File: config.mk
export PLATFORM = sky130hd
export DESIGN_NAME = sram_port_arbiter
export DESIGN_NICKNAME = d
export VERILOG_FILES = /design/src/rtl/sram_arb_pkg.sv /design/src/rtl/rr_lock_sched.sv /design/src/rtl/sram_port_arbiter.sv
export SDC_FILE = /design/constraint.sdc
export NUM_CORES = 1
export LEC_CHECK = 0
export ABC_AREA = 1
export ABC_CLOCK_PERIOD_IN_PS = 1330
export BUFFER_PORTS_ARGS = -buffer_cell sky130_fd_sc_hd__buf_4
export CELL_PAD_IN_SITES_DETAIL_PLACEMENT = 1
export CELL_PAD_IN_SITES_GLOBAL_PLACEMENT = 1
export CORE_MARGIN = 2
export CORE_UTILIZATION = 16
export DETAILED_ROUTE_END_ITERATION = 6
export PLACE_DENSITY = 0.82
export SETUP_SLACK_MARGIN = 0.3
export SLEW_MARGIN = 10
export SYNTH_ARGS = -nofsm -noshare
export SYNTH_HDL_FRONTEND = slang
export SYNTH_SLANG_ARGS = --single-unit
File: constraint.sdc
create_clock -name HCLK -period 1.33 [get_ports HCLK]
set_input_delay 0.0665 -clock HCLK [delete_from_list [all_inputs] [get_ports HCLK]]
set_output_delay 0.0665 -clock HCLK [all_outputs]
set_load 0.01 [all_outputs]
File: src/rtl/sram_arb_pkg.sv
// Shared types and defaults for the two-port SRAM arbiter.
package sram_arb_pkg;

   typedef logic port_id_t;

   localparam int DEF_DEPTH    = 3072;
   localparam int DEF_MAX_LOCK = 8;

   // Byte-enable pattern that marks a read (default DW = 32).
   localparam logic [3:0] READ = '0;

endpackage

File: src/rtl/rr_lock_sched.sv
// Round-robin scheduler for two requesters with a bounded priority lock.
module rr_lock_sched
   import sram_arb_pkg::*;
#(
   parameter int MAX_LOCK = DEF_MAX_LOCK
)
(
   input  logic       clk,
   input  logic       rst,
   input  logic [1:0] valid,
   input  logic [1:0] lock,
   output logic [1:0] grant
);

   localparam int CW = $clog2(MAX_LOCK + 1);

   port_id_t         last;
   port_id_t         last_nxt;
   logic [CW-1:0]    lock_cnt;
   logic [CW-1:0]    lock_cnt_nxt;
   logic             last_lock;
   logic             last_lock_nxt;
   port_id_t         gnt_port;

   always_ff @(posedge clk) begin
      if (rst) begin
         last      <= 1'b1;
         lock_cnt  <= '0;
         last_lock <= 1'b0;
      end else begin
         last      <= last_nxt;
         lock_cnt  <= lock_cnt_nxt;
         last_lock <= last_lock_nxt;
      end
   end

   assign gnt_port = grant[1];

   always_comb begin
      last_nxt      = last;
      lock_cnt_nxt  = '0;
      last_lock_nxt = last_lock;
      if (grant != 2'b00) begin
         last_lock_nxt = lock[gnt_port];
         if (gnt_port == last) begin
            lock_cnt_nxt = (lock_cnt < CW'(MAX_LOCK)) ? lock_cnt + 1'b1 : lock_cnt;
         end else begin
            lock_cnt_nxt = CW'(1);
            last_nxt     = gnt_port;
         end
      end
   end

   // The lock only holds priority while the other port is actually waiting.
   always_comb begin
      grant = 2'b00;
      if (!rst) begin
         case (valid)
            2'b01: grant = 2'b01;
            2'b10: grant = 2'b10;
            2'b11: begin
               if (last_lock && (lock_cnt < CW'(MAX_LOCK)))
                  grant = last ? 2'b10 : 2'b01;
               else
                  grant = last ? 2'b01 : 2'b10;
            end
            default: grant = 2'b00;
         endcase
      end
   end

endmodule

File: src/rtl/sram_port_arbiter.sv
// Shares one single-ported SRAM between two requesters; routes read data
// back one cycle later and flags accesses beyond the populated depth.
module sram_port_arbiter
   import sram_arb_pkg::*;
#(
   parameter int AW       = 12,
   parameter int DW       = 32,
   parameter int DEPTH    = DEF_DEPTH,
   parameter int MAX_LOCK = DEF_MAX_LOCK
)
(
   input  logic            HCLK,
   input  logic            HRESET,
   input  logic            p0_valid,
   output logic            p0_ready,
   input  logic [AW-1:0]   p0_addr,
   input  logic [DW/8-1:0] p0_wen,
   input  logic [DW-1:0]   p0_wdata,
   input  logic            p0_lock,
   output logic            p0_rvalid,
   output logic [DW-1:0]   p0_rdata,
   output logic            p0_err,
   input  logic            p1_valid,
   output logic            p1_ready,
   input  logic [AW-1:0]   p1_addr,
   input  logic [DW/8-1:0] p1_wen,
   input  logic [DW-1:0]   p1_wdata,
   input  logic            p1_lock,
   output logic            p1_rvalid,
   output logic [DW-1:0]   p1_rdata,
   output logic            p1_err,
   output logic            SRAMCS0,
   output logic [DW/8-1:0] SRAMWEN,
   output logic [AW-1:0]   SRAMADDR,
   output logic [DW-1:0]   SRAMWDATA,
   input  logic [DW-1:0]   SRAMRDATA
);

   localparam int BW = DW / 8;
   localparam logic [BW-1:0] WEN_READ = BW'(READ);

   logic [1:0]    grant;
   port_id_t      gnt_port;
   logic          accept;
   logic          oor;
   logic          is_read;
   logic [BW-1:0] sel_wen;

   port_id_t      rd_port;
   logic          rd_pend;
   logic          rd_oor;
   port_id_t      err_port;
   logic          err_pend;
   logic          live;
   logic [DW-1:0] ret_data;

   rr_lock_sched #(.MAX_LOCK(MAX_LOCK)) u_sched (
      .clk   (HCLK),
      .rst   (HRESET),
      .valid ({p1_valid, p0_valid}),
      .lock  ({p1_lock, p0_lock}),
      .grant (grant)
   );

   assign p0_ready = grant[0];
   assign p1_ready = grant[1];
   assign gnt_port = grant[1];
   assign accept   = |grant;

   // With no grant the pins simply follow port 0.
   assign SRAMADDR  = gnt_port ? p1_addr  : p0_addr;
   assign SRAMWDATA = gnt_port ? p1_wdata : p0_wdata;
   assign sel_wen   = gnt_port ? p1_wen   : p0_wen;
   assign is_read   = (sel_wen == WEN_READ);
   assign oor       = ({1'b0, SRAMADDR} >= (AW + 1)'(DEPTH));

   assign SRAMCS0 = accept & ~oor;
   assign SRAMWEN = SRAMCS0 ? sel_wen : '0;

   always_ff @(posedge HCLK) begin
      if (HRESET) begin
         rd_pend  <= 1'b0;
         rd_oor   <= 1'b0;
         rd_port  <= 1'b0;
         err_pend <= 1'b0;
         err_port <= 1'b0;
      end else begin
         rd_pend  <= accept & is_read;
         rd_oor   <= oor;
         rd_port  <= gnt_port;
         err_pend <= accept & oor;
         err_port <= gnt_port;
      end
   end

   // Returns are masked while reset is held so an in-flight read is dropped.
   assign live     = ~HRESET;
   assign ret_data = rd_oor ? '0 : SRAMRDATA;

   assign p0_rvalid = live & rd_pend & (rd_port == 1'b0);
   assign p1_rvalid = live & rd_pend & (rd_port == 1'b1);
   assign p0_rdata  = p0_rvalid ? ret_data : '0;
   assign p1_rdata  = p1_rvalid ? ret_data : '0;
   assign p0_err    = live & err_pend & (err_port == 1'b0);
   assign p1_err    = live & err_pend & (err_port == 1'b1);

endmodule

; Word level (Yosys, flattened, before mapping)
; Index checks and enable logic that the tools add are counted.
; Widths: inputs -> output; s select.
[totals]
mem_bits_ro = 0
inputBits = 134
reg_bits = 10
elab_cells = 54
output_inout_bits = 119
n_memories = 0
latchBits = 0
ramBits = 0
[classes]
add_sub_neg = 1
reduce_logical = 7
n_div = 0
n_shift = 0
mux = 16
n_lt_le_gt_ge = 3
n_bitwise = 14
eq_ne = 5
mul = 0
[ops]
columns = op, n
row1 = $mux 32, 4
row2 = $ge 12x12->1 const B, 1
row3 = $mux 12, 1
row4 = $and 1x1->1, 9
row5 = $mux 2, 4
row6 = $mux 4, 2
row7 = $pmux 2 s3, 1
row8 = $not 1->1, 5
row9 = $add 4x1->4 const B, 1
row10 = $eq 2x2->1 const B, 2
row11 = $logic_not 4->1, 1
row12 = $lt 4x4->1 const B, 1
row13 = $mux 1, 4
row14 = $reduce_or 2->1, 2
row15 = $reduce_or 3->1, 1
row16 = $eq 2x1->1 const B, 1
row17 = $lt 1x2->1 const B, 1
row18 = $ne 2x2->1 const B, 1
row19 = $reduce_and 2->1, 1
row20 = $reduce_bool 2->1, 1
row21 = $eq 1x1->1, 1
row22 = $logic_and 1x1->1, 1

; Logic depth before layout (Yosys ltp)
; Gate-level depths: netlist of the first run.
[logic_depth]
depth_word = 10
mapped_depth = 10
depth_no_buf = 10

; Cells and area by module
; A second synthesis of the first run with hierarchy kept.
[hier_totals]
hier_cells = 350
hier_area_um2 = 2113.3
[by_module_without_submodules]
columns = module, cells_each, instances, area_per_inst_um2
row1 = sram_port_arbiter, 300, 1, 1742.9
row2 = rr_lock_sched, 50, 1, 370.4

; Worst setup path before layout of the first run
; OpenSTA, ideal clock, no wires.
[synth_timing]
path_type = reg-to-output
start = reg err_port (netlist name)
end = out p1_rdata[0]
stages_incl_launch_ff = 6
required_ps = 1263
arrival_ps = 1308
slack_ps = -45
cell_sequence = dfxtp_1 -> inv_1 -> nor3_1 -> inv_2 -> buf_2 -> nor3_1
[synth_lines]
columns = item, line_no
row1 = "end, declared", sram_port_arbiter.sv:30  ; output logic [DW-1:0] p1_rdata,

; Worst setup path in the final report of the first run
[layout_timing]
start = reg u_sched.lock_cnt[3]
end = out SRAMWEN[2]
[layout_via]
elab_chain_cells = 10
word_cells_on_any_way = 12
cone_classes = 2 x order compare / 6 x mux / 2 x bitwise / 2 x reduce/logical
[layout_lines]
columns = item, line_no
row1 = "start, declared", rr_lock_sched.sv:19  ; logic [CW-1:0] lock_cnt;
row2 = "start signal, assigned", rr_lock_sched.sv:32  ; lock_cnt <= lock_cnt_nxt;
row3 = $lt 4x4->1 *, rr_lock_sched.sv:62  ; if (last_lock && (lock_cnt < CW'(MAX_LOCK)))
row4 = $logic_and 1x1->1 *, rr_lock_sched.sv:62
row5 = $mux 2 *, rr_lock_sched.sv:62
row6 = $pmux 2 s3 *, rr_lock_sched.sv:58  ; case (valid)
row7 = $mux 2 *, rr_lock_sched.sv:57  ; if (!rst) begin
row8 = $mux 12, sram_port_arbiter.sv:71  ; assign SRAMADDR = gnt_port ? p1_addr : p0_addr;
row9 = $ge 12x12->1, sram_port_arbiter.sv:75  ; assign oor = ({1'b0, SRAMADDR} >= (AW + 1)'(DEPTH));
row10 = $not 1->1, sram_port_arbiter.sv:77  ; assign SRAMCS0 = accept & ~oor;
row11 = $and 1x1->1, sram_port_arbiter.sv:77
row12 = $mux 4 *, sram_port_arbiter.sv:78  ; assign SRAMWEN = SRAMCS0 ? sel_wen : '0;
row13 = "end, declared", sram_port_arbiter.sv:33  ; output logic [DW/8-1:0] SRAMWEN,
; Mark *: on every way between the ends. The rest lies on a longest branch, timed or not.

==> results of run 1 <==
repair_timing:
action / CTS / global route
pin swaps: 7 / 2
resized for setup: 69 / 27
buffers inserted: 11 / 5
endpoints found under the setup margin: 129 / 128
cloned: 5 / 1
report_power, final:
group	leakage, uW	internal [uW]	total [uW]	switching [uW]
Clock	0.0000228	210	327	117
Combinational	0.00258	673	1320	648
Sequential	0.0000845	317	345	28.0
placed cells by master (no fill, tap or decap):
master,Yosys,layout
a21oi_1,4,4
a31oi_1,1,1
buf_12,0,14
buf_16,0,5
buf_4,8,219
buf_6,0,59
clkbuf_1,2,1
clkbuf_16,0,1
clkbuf_8,0,3
clkinv_4,0,1
dfxtp_1,10,4
dfxtp_2,0,4
dfxtp_4,0,2
ha_1,1,1
inv_1,49,44
inv_2,3,3
inv_4,0,4
nand2_1,147,129
nand2_2,5,21
nand2_4,0,2
nand3_1,6,4
nand3_2,0,3
nand3_4,2,2
nand3b_1,1,1
nand4_1,4,4
nor2_1,10,3
nor2_2,0,3
nor2_4,0,4
nor3_2,1,10
nor3_4,0,58
o21ai_2,0,2
or2_2,1,1
xor2_1,1,1
stage by stage:
stage               setup slack [ns]   util  power (uW)  setup TNS (ns)  instances
detailed placement            -0.119  0.455        1580           -3.95        728
floorplan                     0.0385      -         909               0        339
global route                  -0.423  0.521        2130          -40.19        754
finish                        -0.333  0.521        1990          -28.89        754
CTS                           -0.334  0.505        1970          -24.18        748
global placement             -0.0552  0.455        1550          -0.918        728
flip-flops by register name, summed over array words and instances, names as in the netlist:
| signal | cells |
|---|---|
| u_sched.last_lock | 1 |
| err_pend | 1 |
| rd_pend | 1 |
| err_port | 1 |
| u_sched.last | 1 |
| u_sched.lock_cnt | 4 |
| rd_oor | 1 |
cells by family after synthesis:
logic type / Yosys count
compound gates: 7
xor+xnor: 1
fa+ha+maj: 1
buf+inv: 76
flops: 10
simple gates: 244
worst max-delay path, cell delays in order (launching register included):
cell     delay [ns]
dfxtp_2        0.33
inv_4          0.07
nand2_2        0.05
nand2_2        0.07
nand3_4        0.10
buf_12         0.14
nand4_1        0.08
nand2_2        0.07
nand2_2        0.09
nand2_4        0.10
nor2_4         0.14
buf_6          0.11
worst max-delay path by stage:
stage	from	to	cells after the start
floorplan	u_sched.lock_cnt[3]	SRAMWEN[0]	10
global placement	u_sched.lock_cnt[3]	SRAMWEN[0]	11
detailed placement	u_sched.lock_cnt[3]	SRAMWEN[0]	10
CTS	u_sched.lock_cnt[3]	SRAMWEN[2]	11
global route	u_sched.lock_cnt[3]	SRAMWEN[2]	10
finish	u_sched.lock_cnt[3]	SRAMWEN[2]	11
routing by layer:
metal | share of wire | vias up | GRT usage | wire length, um
met5 | 0 | - | 0 | 0
met4 | 0.021 | 0 | 0.0573 | 265
met3 | 0.088 | 16 | 0.0632 | 1130
met2 | 0.54 | 166 | 0.406 | 6970
met1 | 0.35 | 1551 | 0.203 | 4430
li1 | - | 1609 | - | -
final cells by class:
cell class | count | area share
clock buffer | 4 | 0.00844
inverter | 52 | 0.0394
multi-input combinational | 254 | 0.365
sequential | 10 | 0.0399
tap | 136 | 0.0319
timing repair buffer | 298 | 0.516
==> results by group, run 1 <==
Timing
  – Final setup violating endpoints: 120
  – Clock Skews: 0.00420 ns
  – Fin crit share: 1.25
  – Max Clk Rate: 0.601 GHz
  – Worst hold slack: 0.0800 ns
  – Final max-slew violation count: 0
  – RSZ-0062 raised after global routing: yes
  – Minimum clock period: 1.66 ns
  – Least-Margin Pin Slew: 0.325 ns
  – Final-report hold violation count: 0
  – Final WS setup: -0.333 ns
  – Relative slew slack: 0.783

Worst setup path
  – Worst-path fanout max: 5
  – Reg2reg start: u_sched.lock_cnt[3]
  – FF-to-FF path depth: 10
  – CP Class: reg2out
  – R2r endpoint: u_sched.lock_cnt[3]
  – WP data arrival: 1.60 ns
  – CP startpoint kind: flip-flop
  – Critical Path RT: 1.26 ns
  – R2R Setup Slk: -0.04 ns
  – Crit end category: output port

Drt
  – Initial DRC Count: 87
  – Via count: 3342
  – DRC violations left: 0
  – WL per Instance: 17.0 um
  – Final antenna-violating net count: 0
  – Post-Route WL: 12800 um
  – Vias per cell: 4.43
  – First-pass iteration count of the detailed router: 4

Floorplan
  – Row Count: 37
  – DIE HEIGHT: 106 um
  – Core area: 10200 um^2
  – IO Count: 253
  – Die width: 106 um
  – Die area: 11200 um^2
  – Initial Utilization: 0.163

Power and ir drop
  – Static Leak: 0.00268 uW
  – P per Cell Area: 373 nW/um^2
  – Worst VDD drop: 0.205 mV

CTS
  – Post-cts hold buffer count: 0
  – Worst-path clk slew: 0.05 ns
  – CTS Root Cell: clkbuf_8
  – Clk_lat worst skew: 0.24 ns
  – # clock sinks: 10
  – Depth of the CTS H-tree: 1
  – Clock buffer depth: 2
  – TritonCTS clock tree: built
  – Inserted Clock Buffers: 3

Logic synthesis
  – Most used DFF post-synth: dfxtp_1
  – #FFs+latches synth: 10
  – Multiplexer area fraction after synthesis: 0
  – Leading cell types by count after synthesis: 147 x nand2_1, 67 x nor3_1, 49 x inv_1, 10 x dfxtp_1, 10 x nor2_1
  – Synth Warn #: 0
  – Syn nets: 474
  – Synth Area in XOR/XNOR: 0.00526
  – Main combinational cell family by area after synthesis: simple AND/OR/NAND/NOR gates
  – Synth top area cells: nand2_1 33%, nor3_1 20%, dfxtp_1 12%
  – Adder-cell share of the synthesized area: 0.00752
  – Largest area contributor in the netlist: nand2_1
  – Compound-Gate Fraction of Synth Area: 0.0218
  – Share of flip-flops with an asynchronous set or reset: 0
  – Seq/Total Area, Yosys: 0.120
  – Cell Area, Synth: 1660 um^2
  – Count leader, synth: nand2_1
  – Mean post-synth cell area: 4.91 um^2
  – Post-Syn Instances: 339
  – Simple-Gate Fraction of Synth Area: 0.643
  – Top cell type's share of synthesized area: 0.332
  – Netlist cell types: 23
  – EDFF count, synth: 0

Finish
  – N_diodes: 0
  – Share of layout cells above drive strength 1: 0.681
  – Final net count: 754
  – Area of the multi-input gates: 1950 um^2
  – Sequential cell area: 213 um^2
  – Post-route cell area: 5340 um^2
  – Number of fill cells: 1241
  – Area grow syn2layout: 221%

Placement
  – IO buf count: 252
  – DP HPWL: 9350 um
  – Post-placement cell area: 4650 um^2
  – GPL Wtd Cong: 0.825

Global routing
  – Total grt overflow: 0
  – Global-route wire length before repair: 18300 um
  – GRT Util Overall: 0.205
  – Number of global-route vias before repair: 3453
  – Antenna violations before repair: 0
  – Largest net degree at the start of global routing: 43

Hold path
  – Hold Path End: rd_oor
  – Hold Path Origin: HRESET
  – Hold Crit Class: in2reg
  – Hold depth: 2

Outcome
  – Failing checks: setup timing
  – Outcome: complete, but fails checks

Job
  – Max Cap Violations: 0
No activity file was read; power rests on OpenSTA's default activity.
==> run 2: changes to the inputs <==
--- a/config.mk
+++ b/config.mk
@@ -7,13 +7,13 @@
 export LEC_CHECK = 0
 export ABC_AREA = 1
 export ABC_CLOCK_PERIOD_IN_PS = 1330
-export BUFFER_PORTS_ARGS = -buffer_cell sky130_fd_sc_hd__buf_4
 export CELL_PAD_IN_SITES_DETAIL_PLACEMENT = 1
 export CELL_PAD_IN_SITES_GLOBAL_PLACEMENT = 1
-export CORE_MARGIN = 2
-export CORE_UTILIZATION = 16
+export CORE_AREA = 2 2 98 100
 export DETAILED_ROUTE_END_ITERATION = 6
-export PLACE_DENSITY = 0.82
+export DIE_AREA = 0 0 100 102
+export DONT_BUFFER_PORTS = 1
+export PLACE_DENSITY = 0.47
 export SETUP_SLACK_MARGIN = 0.3
 export SLEW_MARGIN = 10
 export SYNTH_ARGS = -nofsm -noshare
==> results by group, run 2 (synthesis gave the netlist of run 1 again) <==
CTS
  – Inserted Clock Buffers: 3 (unchanged)
  – Clk_lat worst skew: 0.23 ns (about the same)
  – Worst-path clk slew: 0.04 ns (about the same)
  – Clock buffer depth: 2 (unchanged)
  – CTS Root Cell: clkbuf_8
  – # clock sinks: 10 (unchanged)
  – TritonCTS clock tree: built
  – Post-cts hold buffer count: 1 (+1)
  – Depth of the CTS H-tree: 1 (unchanged)

Power and ir drop
  – P per Cell Area: 435 nW/um^2 (+16%)
  – Clk pwr share: 0.208 (+0.044)
  – Sequential share of power: 0.224 (+0.051)
  – Internal: 836 uW (-30%)
  – Static Leak: 0.00146 uW (-46%)
  – Comb pwr share: 0.567 (-0.096)
  – Worst VDD drop: 0.239 mV (+16%)
  – P_sw: 658 uW (-17%)
  – Switching part of the total: 0.440 (+0.0424)

Timing
  – Least-Margin Pin Slew: 0.277 ns (-0.0484 ns)
  – Final WS setup: -0.237 ns (+0.0961 ns)
  – Minimum clock period: 1.57 ns (-0.0961 ns)
  – Clock Skews: 0.000581 ns (-0.00362 ns)
  – RSZ-0062 raised after global routing: yes
  – Setup TNS: -13.01 ns (+15.88 ns)
  – Final max-slew violation count: 0 (unchanged)
  – Max Clk Rate: 0.638 GHz (+6.1%)
  – Final setup violating endpoints: 111 (-7.5%)
  – Final-report hold violation count: 1 (+1)
  – Fin crit share: 1.18 (-0.0722)
  – Worst hold slack: -0.000553 ns (-0.0806 ns)
  – Relative slew slack: 0.814 (+0.0312)

Drt
  – Post-Route WL: 7270 um (-43%)
  – Via count: 2306 (-31%)
  – WL per Instance: 14.7 um (-14%)
  – Vias per cell: 4.65 (+4.9%)
  – First-pass iteration count of the detailed router: 3 (-1)
  – Initial DRC Count: 38 (-56%)
  – Final antenna-violating net count: 0 (unchanged)
  – DRC violations left: 0 (unchanged)

Floorplan
  – DIE HEIGHT: 102 um (-3.8%)
  – Initial Utilization: 0.183 (+0.0200)
  – Core area: 9110 um^2 (-11%)
  – Die area: 10200 um^2 (-9.2%)
  – Die width: 100 um (-5.6%)
  – Row Count: 35 (-5.4%)
  – IO Count: 253 (unchanged)

Global routing
  – Number of global-route vias before repair: 2158 (-38%)
  – Antenna violations before repair: 0 (unchanged)
  – Total grt overflow: 0 (unchanged)
  – Largest net degree at the start of global routing: 24 (-44%)
  – GRT Util Overall: 0.129 (-0.0763)
  – Global-route wire length before repair: 10800 um (-41%)

Finish
  – Largest Register: u_sched.lock_cnt
  – N_diodes: 0 (unchanged)
  – Share of layout cells above drive strength 1: 0.501 (-0.180)
  – Most frequent cells in the layout: 125 x nand2_1, 67 x nor3_4, 44 x inv_1, 29 x buf_4, 21 x buf_6
  – Final net count: 521 (-31%)
  – Area of the multi-input gates: 2060 um^2 (+5.9%)
  – Number of fill cells: 1105 (-11%)
  – Commonest non-fill, non-tap cell in the layout: nand2_1
  – Area grow syn2layout: 107%
  – Sequential cell area: 213 um^2 (unchanged)
  – Max reg flops: 4 (unchanged)

Worst setup path
  – Crit end category: output port
  – CP Class: reg2out
  – Most used cell, CP: nand3_4
  – Slowest stage delay, CP: 0.33 ns (about the same)
  – CP delay by family, top: simple AND/OR/NAND/NOR gates
  – Worst-path fanout max: 6 (+1)
  – WP data arrival: 1.50 ns (-0.10 ns)
  – Critical Path RT: 1.26 ns (about the same)
  – Worst-path cell chain: inv_4 -> nand3_2 -> nand3_4 -> nand3_4 -> buf_12 -> nand2_4 -> o21ai_4 -> buf_6 -> nor2_4
  – Worst setup path start: u_sched.lock_cnt[3]
  – Worst Path Buf+Inv: 3 (unchanged)
  – Crit-path slowest cell: dfxtp_2
  – Reg2reg start: u_sched.lock_cnt[3]
  – CP startpoint kind: flip-flop

Hold path
  – Hold Path Origin: p1_valid
  – Hold Crit Class: in2reg

Job
  – Max Cap Violations: 0 (unchanged)

Placement
  – IO buf count: 0 (-100%)
  – GPL Wtd Cong: 0.722 (-13%)
  – DP HPWL: 5840 um (-37%)

Outcome
  – Failing checks: hold timing, setup timing
  – Outcome: complete, but fails checks
run 2: changes by cell type in the layout (fill, tap and decap cells not counted), sizes merged:
cell         before  now
buf             297   65
clkbuf            5    4
clkinv            1    0
dlygate4sd3       0    1
inv              51   52
nand3             9    8
run 2: power groups by stage:
stage               Combinational [uW]  Clock [uW]  Sequential (uW)
global route                       928         350              338
detailed placement                 702           0              357
finish                             848         312              335
global placement                   691           0              356
CTS                                809         327              336
floorplan                          576           0              333
run 2: per-stage QoR:
stage	instances	total power (uW)	setup WS [ns]	instance area [um^2]	utilization
2_1_floorplan	339	909	0.0385	2540	-
3_3_place_gp	460	1050	-0.00364	2810	0.308
3_5_place_dp	460	1060	-0.0620	2810	0.308
4_1_cts	489	1470	-0.258	3290	0.361
5_1_grt	496	1620	-0.336	3440	0.377
6_report	496	1490	-0.237	3440	0.377
run 2: final timing paths:
check                         to  slack (ns)  cells past startpoint
min reg2reg  u_sched.lock_cnt[3]        0.48                      2
min                 u_sched.last     -0.0006                      2
max                   SRAMWEN[1]       -0.24                      9
max reg2reg             err_pend       -0.10                     10
run 2: area by class of cell:
cell class / count / area share
timing repair buffer: 66 / 0.225
multi-input combinational: 253 / 0.600
tap: 111 / 0.0404
inverter: 52 / 0.0604
clock buffer: 4 / 0.0131
sequential: 10 / 0.0619
run 2: timing repair:
action / CTS / global route
setup buffers: 23 / 7
endpoints found under the hold margin: 3 / 1
endpoints found under the setup margin: 129 / 129
resized for setup: 53 / 23
pin swaps: 18 / 17
gates cloned: 1 / 0
run 2: worst register-to-register path, cell delays in order, from the launching register on:
cell,delay [ns]
dfxtp_2,0.33
inv_4,0.06
nand3_2,0.08
nand3_4,0.11
buf_12,0.11
nand4_1,0.14
nand2_4,0.12
nand2_4,0.07
buf_4,0.13
buf_4,0.12
nor2_1,0.07
run 2: layer usage:
metal	vias up	part of all wire	global-route usage
met5	-	0	0
met4	0	0.0021	0.00948
met3	2	0.079	0.0253
met2	126	0.56	0.256
met1	1045	0.36	0.148
li1	1133	-	-
